File: src/rtl/neural_data_loader.sv
// Layer load stage: streams layer_words memory words starting at layer_base_addr into the
// layer input FIFO, then raises data_loaded until the control FSM drops begin_load_data.
module neural_data_loader #(
  parameter int DATA_W = 32,
  parameter int ADDR_W = 16,
  parameter int CNT_W  = 16
) (
  input  logic              clk,
  input  logic              reset,
  input  logic              begin_load_data,
  input  logic [7:0]        stage,
  input  logic [ADDR_W-1:0] layer_base_addr,
  input  logic [CNT_W-1:0]  layer_words,
  output logic              mem_rd_en,
  output logic [ADDR_W-1:0] mem_addr,
  input  logic [DATA_W-1:0] mem_rdata,
  output logic              fifo_wr_en,
  output logic [DATA_W-1:0] fifo_wdata,
  input  logic              fifo_full,
  output logic              data_loaded,
  output logic [7:0]        loaded_stage,
  output logic [CNT_W-1:0]  words_loaded,
  output logic [1:0]        state_dbg
);

  typedef enum logic [1:0] {IDLE, LOAD, DRAIN, DONE} state_t;

  state_t              state, state_nxt;
  logic [ADDR_W-1:0]   base_q;
  logic [CNT_W-1:0]    words_q;
  logic [CNT_W-1:0]    issued_q;
  logic                rd_pending_q;
  logic                hold_valid_q;
  logic [DATA_W-1:0]   hold_data_q;

  logic                active;
  logic                issue;
  logic                push;
  logic                capture;
  logic [CNT_W-1:0]    pushed_nxt;

  // Handshakes: begin_load_data/data_loaded is four-phase (request level, done held until
  // request falls); a FIFO push happens on any cycle fifo_wr_en=1 and fifo_full=0; read data
  // is valid exactly one cycle after mem_rd_en.
  always_comb begin
    active     = ((state == LOAD) || (state == DRAIN)) && begin_load_data;
    issue      = (state == LOAD) && begin_load_data && (issued_q < words_q) &&
                 !fifo_full && !hold_valid_q;
    push       = active && (hold_valid_q || rd_pending_q) && !fifo_full;
    capture    = active && rd_pending_q && !hold_valid_q && fifo_full;
    pushed_nxt = words_loaded + CNT_W'(push);

    mem_rd_en  = issue;
    mem_addr   = issue ? (base_q + ADDR_W'(issued_q)) : '0;
    fifo_wr_en = push;
    fifo_wdata = push ? (hold_valid_q ? hold_data_q : mem_rdata) : '0;
    state_dbg  = state;
  end

  always_comb begin
    state_nxt = state;
    case (state)
      IDLE:
        if (begin_load_data) state_nxt = (layer_words == '0) ? DONE : LOAD;
      LOAD:
        if (!begin_load_data) state_nxt = IDLE;
        else if (issue && (issued_q == words_q - 1'b1)) state_nxt = DRAIN;
      DRAIN:
        if (!begin_load_data) state_nxt = IDLE;
        else if (pushed_nxt == words_q) state_nxt = DONE;
      DONE:
        if (!begin_load_data) state_nxt = IDLE;
      default: state_nxt = IDLE;
    endcase
  end

  always_ff @(posedge clk or negedge reset) begin
    if (!reset) begin
      state        <= IDLE;
      base_q       <= '0;
      words_q      <= '0;
      issued_q     <= '0;
      rd_pending_q <= 1'b0;
      hold_valid_q <= 1'b0;
      hold_data_q  <= '0;
      data_loaded  <= 1'b0;
      loaded_stage <= '0;
      words_loaded <= '0;
    end else begin
      state        <= state_nxt;
      rd_pending_q <= issue;
      data_loaded  <= (state == DONE) && begin_load_data;

      if ((state == IDLE) && begin_load_data) begin
        base_q       <= layer_base_addr;
        words_q      <= layer_words;
        loaded_stage <= stage;
        issued_q     <= '0;
        words_loaded <= '0;
        hold_valid_q <= 1'b0;
      end else begin
        if (issue) issued_q <= issued_q + 1'b1;
        if (push) words_loaded <= pushed_nxt;
        // Leaving LOAD/DRAIN for any reason discards a word parked in the holding register.
        if (!active) hold_valid_q <= 1'b0;
        else if (capture) begin
          hold_valid_q <= 1'b1;
          hold_data_q  <= mem_rdata;
        end else if (push && hold_valid_q) hold_valid_q <= 1'b0;
      end
    end
  end

endmodule

File: config.mk
export PLATFORM = sky130hd
export DESIGN_NAME = neural_data_loader
export DESIGN_NICKNAME = d
export VERILOG_FILES = /design/src/rtl/neural_data_loader.sv
export SDC_FILE = /design/constraint.sdc
export NUM_CORES = 1
export LEC_CHECK = 0
export ABC_CLOCK_PERIOD_IN_PS = 3170
export CORE_MARGIN = 4
export CORE_UTILIZATION = 47
export CTS_CLUSTER_DIAMETER = 100
export DETAILED_ROUTE_END_ITERATION = 12
export HOLD_SLACK_MARGIN = 0.08
export PLACE_DENSITY = 0.89
export SETUP_SLACK_MARGIN = 0.4
export SLEW_MARGIN = 20
export SYNTH_ARGS = -nofsm -noshare
export SYNTH_HDL_FRONTEND = slang
export SYNTH_SLANG_ARGS = --single-unit
export TNS_END_PERCENT = 100
File: constraint.sdc
create_clock -name clk -period 3.17 [get_ports clk]
set_input_delay 0.317 -clock clk [delete_from_list [all_inputs] [get_ports clk]]
set_output_delay 0.317 -clock clk [all_outputs]
set_load 0.005 [all_outputs]
==> flow_summary_export.csv, run 1 <==
group,metric,value,unit
floorplan,io_pins,153,
synthesis,syn_area,7063,um^2
setup_path,timing.rr.start,"state_dbg[0]",
synthesis,yosysWarningCount,0,
floorplan,start_util,48.23,%
route,drt_wl_total,21240,um
route,wl_met3,1392,um
min_path,hold_depth,1,
power_and_ir_drop,power_leakage,0.004835,uW
timing,fin_ws,-0.2034,ns
timing,clock_skew,0.01313,ns
final_layout,utilization,70.16,%
clock_network,clock-root-buffer,"clkbuf_16",
placed_design,pre_cts_ws,-0.1877,ns
power_and_ir_drop,p_comb_share,51.6,%
clock_network,cts.sinks,109,
synthesis,synthCells,737,
route,top_layer,"met4",
final_layout,design_area,10270,um^2
floorplan,die_h,130.6,um
synthesis,syn-num-nets,854,
clock_network,cts_tree,"yes",
timing,hold_viol,0,
timing,setup_tns,-0.3466,ns
timing,period_needed,3.373,ns
clock_network,clockBufferDepth,2,
setup_path,crit_type,"reg -> out",
setup_path,r2r_slack,-0.01,ns
synthesis,ys_seq_elements,109,
synthesis,synth-async-reset-ratio,100.0,%
setup_path,path_max_fanout,3,
final_layout,nNetsFinal,1071,
final_layout,diodes,0,
power_and_ir_drop,p_int,4461,uW
timing,finalSetupViolations,4,
grt,grt_pass1_wl,30740,um
route,dr_wl_met2,10900,um
route,wl_met1,8340,um
grt,globalRoute.totalOverflow,0,
timing,relSlewSlack,45.59,%
clock_network,cts_buffers,9,
floorplan,fp-row-count,44,
setup_path,arrival,3.06,ns
route,vias_per_cell,5.720,
final_layout,final_layout_size_suffix_gt1_share,27.63,%
floorplan,dieArea,17050,um^2
synthesis,synthDistinctLibCells,61,
grt,antenna_found_initial,0,
route,drtIter0Drc,397,
synthesis,synth_edf_count,0,
setup_path,ff2ff_path_depth,14,
placed_design,io_buffers,152,
min_path,hold_path_class,"reg -> reg",
setup_path,reg2reg_to,"state_dbg[0]",
grt,grt_usage,22.56,%
placed_design,place_congestion,0.9160,
min_path,holdPathEnd,"hold_data_q[13]",
synthesis,yosys_most_used_dff,"dfrtp_1",
placed_design,hpwl,13990,um
final_layout,final_common_cell,"dfrtp_1",
power_and_ir_drop,power_density,695.4,nW/um^2
clock_network,clock_latency,0.37,ns
route,vias,6538,
floorplan,core,14640,um^2
route,drc,0,
synthesis,avgSynthCellArea,9.583,um^2
clock_network,h-tree-depth,3,
power_and_ir_drop,clkPwrFrac,17.8,%
setup_path,crit_path_end_kind,"output port",
power_and_ir_drop,switching_share,37.56,%
status,status,"complete, but fails checks",
timing,finalCritPeriodShare,106.4,%
route,dr.pass1.iters,5,
power_and_ir_drop,max-vdd-ir-drop,0.5149,mV
setup_path,cp-startpoint,"base_q[0]",
setup_path,critPathLaunchType,"register",
status,violations,"setup timing",
power_and_ir_drop,pwr-share-seq,30.6,%
timing,max_freq,0.2964,GHz
placed_design,placed_cell_area,9193,um^2
setup_path,worstPathRequired,2.85,ns
final_layout,layout_common_cells,"dfrtp_1 (108), clkdlybuf4s50_1 (102), nor2_1 (76), buf_4 (73), mux2_2 (58)",
power_and_ir_drop,p_sw,2683,uW
route,ant_nets,0,
timing,drv_slew,0,
min_path,hold_start,"hold_data_q[13]",
synthesis,ys_seq_area_share,38.62,%
timing,grt_setup_unrepaired,"yes",
job,drv_cap,0,
route,wl_per_cell,18.59,um
final_layout,area_growth,45.46,%
clock_network,path_clk_slew,0.07,ns
floorplan,die_w,130.6,um
timing,worst_pin_slew,0.8162,ns
grt,grt_pass1_vias,6425,
grt,grt_max_degree,50,
timing,hold_slack,0.5086,ns
[synth_stat cells, drive strengths merged (2+ instances only)]
cell type | number | area (um^2)
mux2i | 36 | 360.4
clkbuf | 27 | 102.6
clkinv | 2 | 7.510
dfrtp | 109 | 2728
nand4 | 7 | 43.79
or4 | 3 | 22.52
and4 | 3 | 26.28
xnor2 | 39 | 341.6
nor3b | 2 | 15.01
or3 | 13 | 81.33
and3 | 7 | 43.79
nand2 | 38 | 142.6
o311ai | 2 | 25.03
o211ai | 3 | 27.52
ha | 40 | 500.5
o22ai | 2 | 12.51
inv | 29 | 108.9
mux2 | 58 | 653.1
nand2b | 6 | 37.54
buf | 8 | 41.28
nand3 | 23 | 120.1
a31oi | 6 | 37.54
a21o | 4 | 30.03
o2111ai | 3 | 26.28
xor2 | 31 | 271.5
o31a | 2 | 17.52
nor2b | 3 | 18.77
a21oi | 27 | 135.1
and2 | 7 | 43.79
nor2 | 86 | 330.3
a211oi | 6 | 45.04
a211o | 3 | 26.28
a41oi | 2 | 17.52
nor3 | 27 | 135.1
o21ai | 40 | 200.2
nor4 | 14 | 102.6
o21bai | 3 | 22.52
[per-layer routing]
metal,track usage [%],up-vias
li1,-,3056
met1,27.64,3154
met2,39.39,280
met3,5.203,48
met4,7.260,0
met5,0,-
[worst max-delay path, cell delays in order (launching register included)]
cell and delay (ns):
dfrtp_1 0.39, ha_2 0.20, fa_2 0.36, a21oi_2 0.16, o21bai_2 0.12, a2111oi_4 0.31, nor3_2 0.10, a211o_1 0.34
a211oi_2 0.33, nor4_2 0.09, nor3_2 0.16, buf_2 0.13
[worst max-delay path by stage]
stage                               to
after global routing      mem_addr[14]
after detailed placement  mem_addr[14]
after global placement    mem_addr[14]
after CTS                 mem_addr[14]
final                     mem_addr[14]
after floorplan           state_dbg[1]
[power by group through the flow]
stage / registers [uW] / logic [uW] / clock network, uW
2_1_floorplan: 2160 / 2000 / 0
3_3_place_gp: 2160 / 3080 / 0
3_5_place_dp: 2200 / 3180 / 0
4_1_cts: 2180 / 3380 / 1290
5_1_grt: 2240 / 4000 / 1340
6_report: 2180 / 3690 / 1270
[area by class of cell]
type,count,area (um^2)
repair buffers,241,2300
clock inverters,7,105.1
well taps,184,230.2
multi-input cells,562,4558
clock buffers,9,225.2
flip-flops and latches,109,2729
fillers,1014,4370
inverters,31,126.4
[kinds of logic after synthesis]
kind of cell	synth area share (%)
muxes	14.35
and+or+nand+nor	17.29
AOI/OAI and AO/OA	10.01
DFF	38.62
adders and majority gates	7.369
xor gates and xnor gates	8.680
buffers and inverters	3.684
[state kept, by name (all words and copies together), names as in the netlist]
register,flops
issued_q,16
base_q,16
rd_pending_q,1
words_loaded,16
loaded_stage,8
words_q,16
data_loaded,1
hold_data_q,32
hold_valid_q,1
state_dbg,2
[metrics by stage]
| step | std cells | power (uW) |
|---|---|---|
| floorplan | 737 | 4162 |
| finish | 1143 | 7145 |
| detailed placement | 1097 | 5378 |
| global route | 1143 | 7589 |
| global placement | 1097 | 5240 |
| CTS | 1128 | 6849 |
[repair_timing]
action,4_1_cts,5_1_grt
cloned,0,0
hold endpoints to repair,46,0
setup buffers,14,15
hold buffers,1,0
gates resized for setup,97,109
pin swaps,14,31
setup endpoints to repair,53,55
Power figures use the tool's default switching activity.
==> inputs of run 2 (changes only) <==
--- a/config.mk
+++ b/config.mk
@@ -10,6 +10,7 @@
 export CORE_UTILIZATION = 47
 export CTS_CLUSTER_DIAMETER = 100
 export DETAILED_ROUTE_END_ITERATION = 12
+export GPL_TIMING_DRIVEN = 0
 export HOLD_SLACK_MARGIN = 0.08
 export PLACE_DENSITY = 0.89
 export SETUP_SLACK_MARGIN = 0.4
==> run 2 against run 1 <==
  * The run still ends with setup timing left
  * Design area fell by 0.45%
  * Critical path depth is the same
  * Clock power down 9%
  * Combinational power is 2% higher
  * Global-route usage increased by 1.1 points
  * Die area did not move
  * Largest cell class unchanged
==> flow_summary_export.csv, run 2 (synthesized netlist as in run 1, its figures left out) <==
group,metric,value,unit
status,status,"complete, but fails checks",
status,violations,"setup timing",
route,drc,0,
final_layout,final_layout_size_suffix_gt1_share,28.04,%
route,drt_wl_total,22170,um
route,ant_nets,0,
route,vias,6828,
timing,finalCritPeriodShare,106.7,%
setup_path,r2r_slack,-0.10,ns
setup_path,arrival,3.07,ns
floorplan,fp-row-count,44,
final_layout,final_common_cell,"dfrtp_1",
clock_network,clockBufferDepth,2,
grt,grt_max_degree,73,
floorplan,start_util,48.23,%
placed_design,pre_cts_ws,-0.6933,ns
setup_path,timing.rr.start,"state_dbg[1]",
placed_design,io_buffers,152,
setup_path,slowest_stage,"dfrtp_1",
timing,hold_viol,0,
timing,drv_slew,0,
power_and_ir_drop,power_density,700.2,nW/um^2
final_layout,fillerInstances,1009,
timing,relSlewSlack,48.79,%
floorplan,io_pins,153,
setup_path,path_max_fanout,3,
setup_path,cp_top_family,"compound AO/OA/AOI/OAI gates",
route,dr.pass1.iters,5,
setup_path,cp_slowest_stage_delay,0.39,ns
floorplan,die_h,130.6,um
timing,fin_ws,-0.2139,ns
final_layout,nNetsFinal,1083,
clock_network,cts.sinks,109,
clock_network,clock-root-buffer,"clkbuf_16",
clock_network,clock_latency,0.36,ns
grt,globalRoute.totalOverflow,0,
placed_design,place_congestion,0.9003,
timing,clock_skew,0.01484,ns
power_and_ir_drop,power_leakage,0.004426,uW
timing,worst_pin_slew,0.7681,ns
min_path,hold_path_class,"in -> async",
timing,period_needed,3.384,ns
route,wl_per_cell,19.21,um
setup_path,ff2ff_path_depth,14,
final_layout,layout_common_cells,"dfrtp_1 (102), clkdlybuf4s50_1 (101), nor2_1 (72), mux2_2 (57), buf_4 (49)",
power_and_ir_drop,power,7161,uW
timing,grt_setup_unrepaired,"yes",
setup_path,crit_top_cell,"nor3_2",
final_layout,area_growth,44.80,%
grt,antenna_found_initial,0,
setup_path,crit_path_end_kind,"output port",
final_layout,utilization,69.84,%
setup_path,crit_type,"reg -> out",
clock_network,h-tree-depth,3,
setup_path,crit_chain,"ha_2 > fa_2 > a21oi_2 > o21bai_2 > a2111oi_4 > nor3_2 > a211o_1 > o2111a_1 > o31a_1 > nor3_2 > buf_2",
final_layout,diodes,0,
grt,grt_usage,23.62,%
floorplan,dieArea,17050,um^2
setup_path,worstPathRequired,2.85,ns
setup_path,critPathLaunchType,"register",
timing,max_freq,0.2955,GHz
setup_path,reg2reg_to,"state_dbg[0]",
floorplan,die_w,130.6,um
timing,finalSetupViolations,6,
power_and_ir_drop,max-vdd-ir-drop,0.5736,mV
job,drv_cap,0,
grt,grt_pass1_wl,32060,um
final_layout,top_register,"hold_data_q",
grt,grt_pass1_vias,6596,
timing,hold_slack,0.4340,ns
placed_design,hpwl,13620,um
floorplan,core,14640,um^2
setup_path,critPathBufInv,1,
clock_network,cts_tree,"yes",
clock_network,path_clk_slew,0.07,ns
route,vias_per_cell,5.917,
final_layout,largest_register_ff_count,32,
route,drtIter0Drc,657,
clock_network,cts_buffers,9,
run 2: metrics by stage:
| stage | cell area [um^2] | TNS [ns] | cells |
|---|---|---|---|
| after CTS | 9754 | -0.4538 | 1136 |
| final | 10230 | -0.5526 | 1154 |
| after global routing | 10230 | -1.394 | 1154 |
| after global placement | 8889 | -270.43 | 1073 |
| after floorplan | 7137 | 0 | 737 |
| after detailed placement | 8917 | -7.321 | 1074 |
run 2: worst max-delay path by stage:
stage	start	end	slack, ns	depth (start not counted)
2_1_floorplan	state_dbg[0]	state_dbg[1]	0.12	13
3_3_place_gp	reset	words_loaded[1]	-2.43	1
3_5_place_dp	words_q[12]	mem_addr[15]	-0.69	12
4_1_cts	issued_q[0]	mem_addr[14]	-0.24	11
5_1_grt	base_q[0]	mem_addr[14]	-0.36	11
6_report	base_q[0]	mem_addr[14]	-0.21	11
run 2: power breakdown:
part | switching (uW) | internal, uW
sequential | 368 | 1880
clock | 532 | 616
combinational | 1860 | 1900
total | 2760 | 4400
run 2: layer usage:
| layer | part of all wire, % | routed length, um | vias to the layer above | track usage, % |
|---|---|---|---|---|
| met4 | 5.0 | 1105 | 0 | 10.95 |
| met2 | 49 | 10860 | 381 | 39.36 |
| met3 | 8.5 | 1882 | 104 | 5.163 |
| met5 | 0 | 0 | - | 0 |
| li1 | - | - | 3093 | - |
| met1 | 38 | 8329 | 3250 | 29.29 |
run 2: what timing repair did:
action,CTS,global route
resized for setup,182,76
setup endpoints to repair,67,68
hold buffers,1,0
endpoints found under the hold margin,37,0
cloned,1,1
buffers inserted,45,17
pin swaps,32,33
run 2: worst reg2reg max path, stage by stage (launching register included):
cell      delay (ns)
dfrtp_1         0.40
inv_2           0.07
ha_4            0.27
nand2_2         0.04
or3_4           0.38
clkinv_8        0.08
ha_4            0.14
nand3_4         0.13
nor2_4          0.19
nand2_1         0.11
xnor2_1         0.19
or4_4           0.55
nor4b_4         0.27
o211ai_2        0.14
a32oi_1         0.21
run 2: area by class of cell:
class / count / area [um^2] / share of cell area (%)
Multi-Input combinational cell: 563 / 4579 / 44.78
Inverter: 31 / 143.9 / 1.407
Tap cell: 184 / 230.2 / 2.251
Clock inverter: 6 / 68.82 / 0.6729
Buffer: 35 / 226.5 / 2.214
Timing Repair Buffer: 217 / 2017 / 19.72
Clock buffer: 9 / 225.2 / 2.202
Sequential cell: 109 / 2736 / 26.76
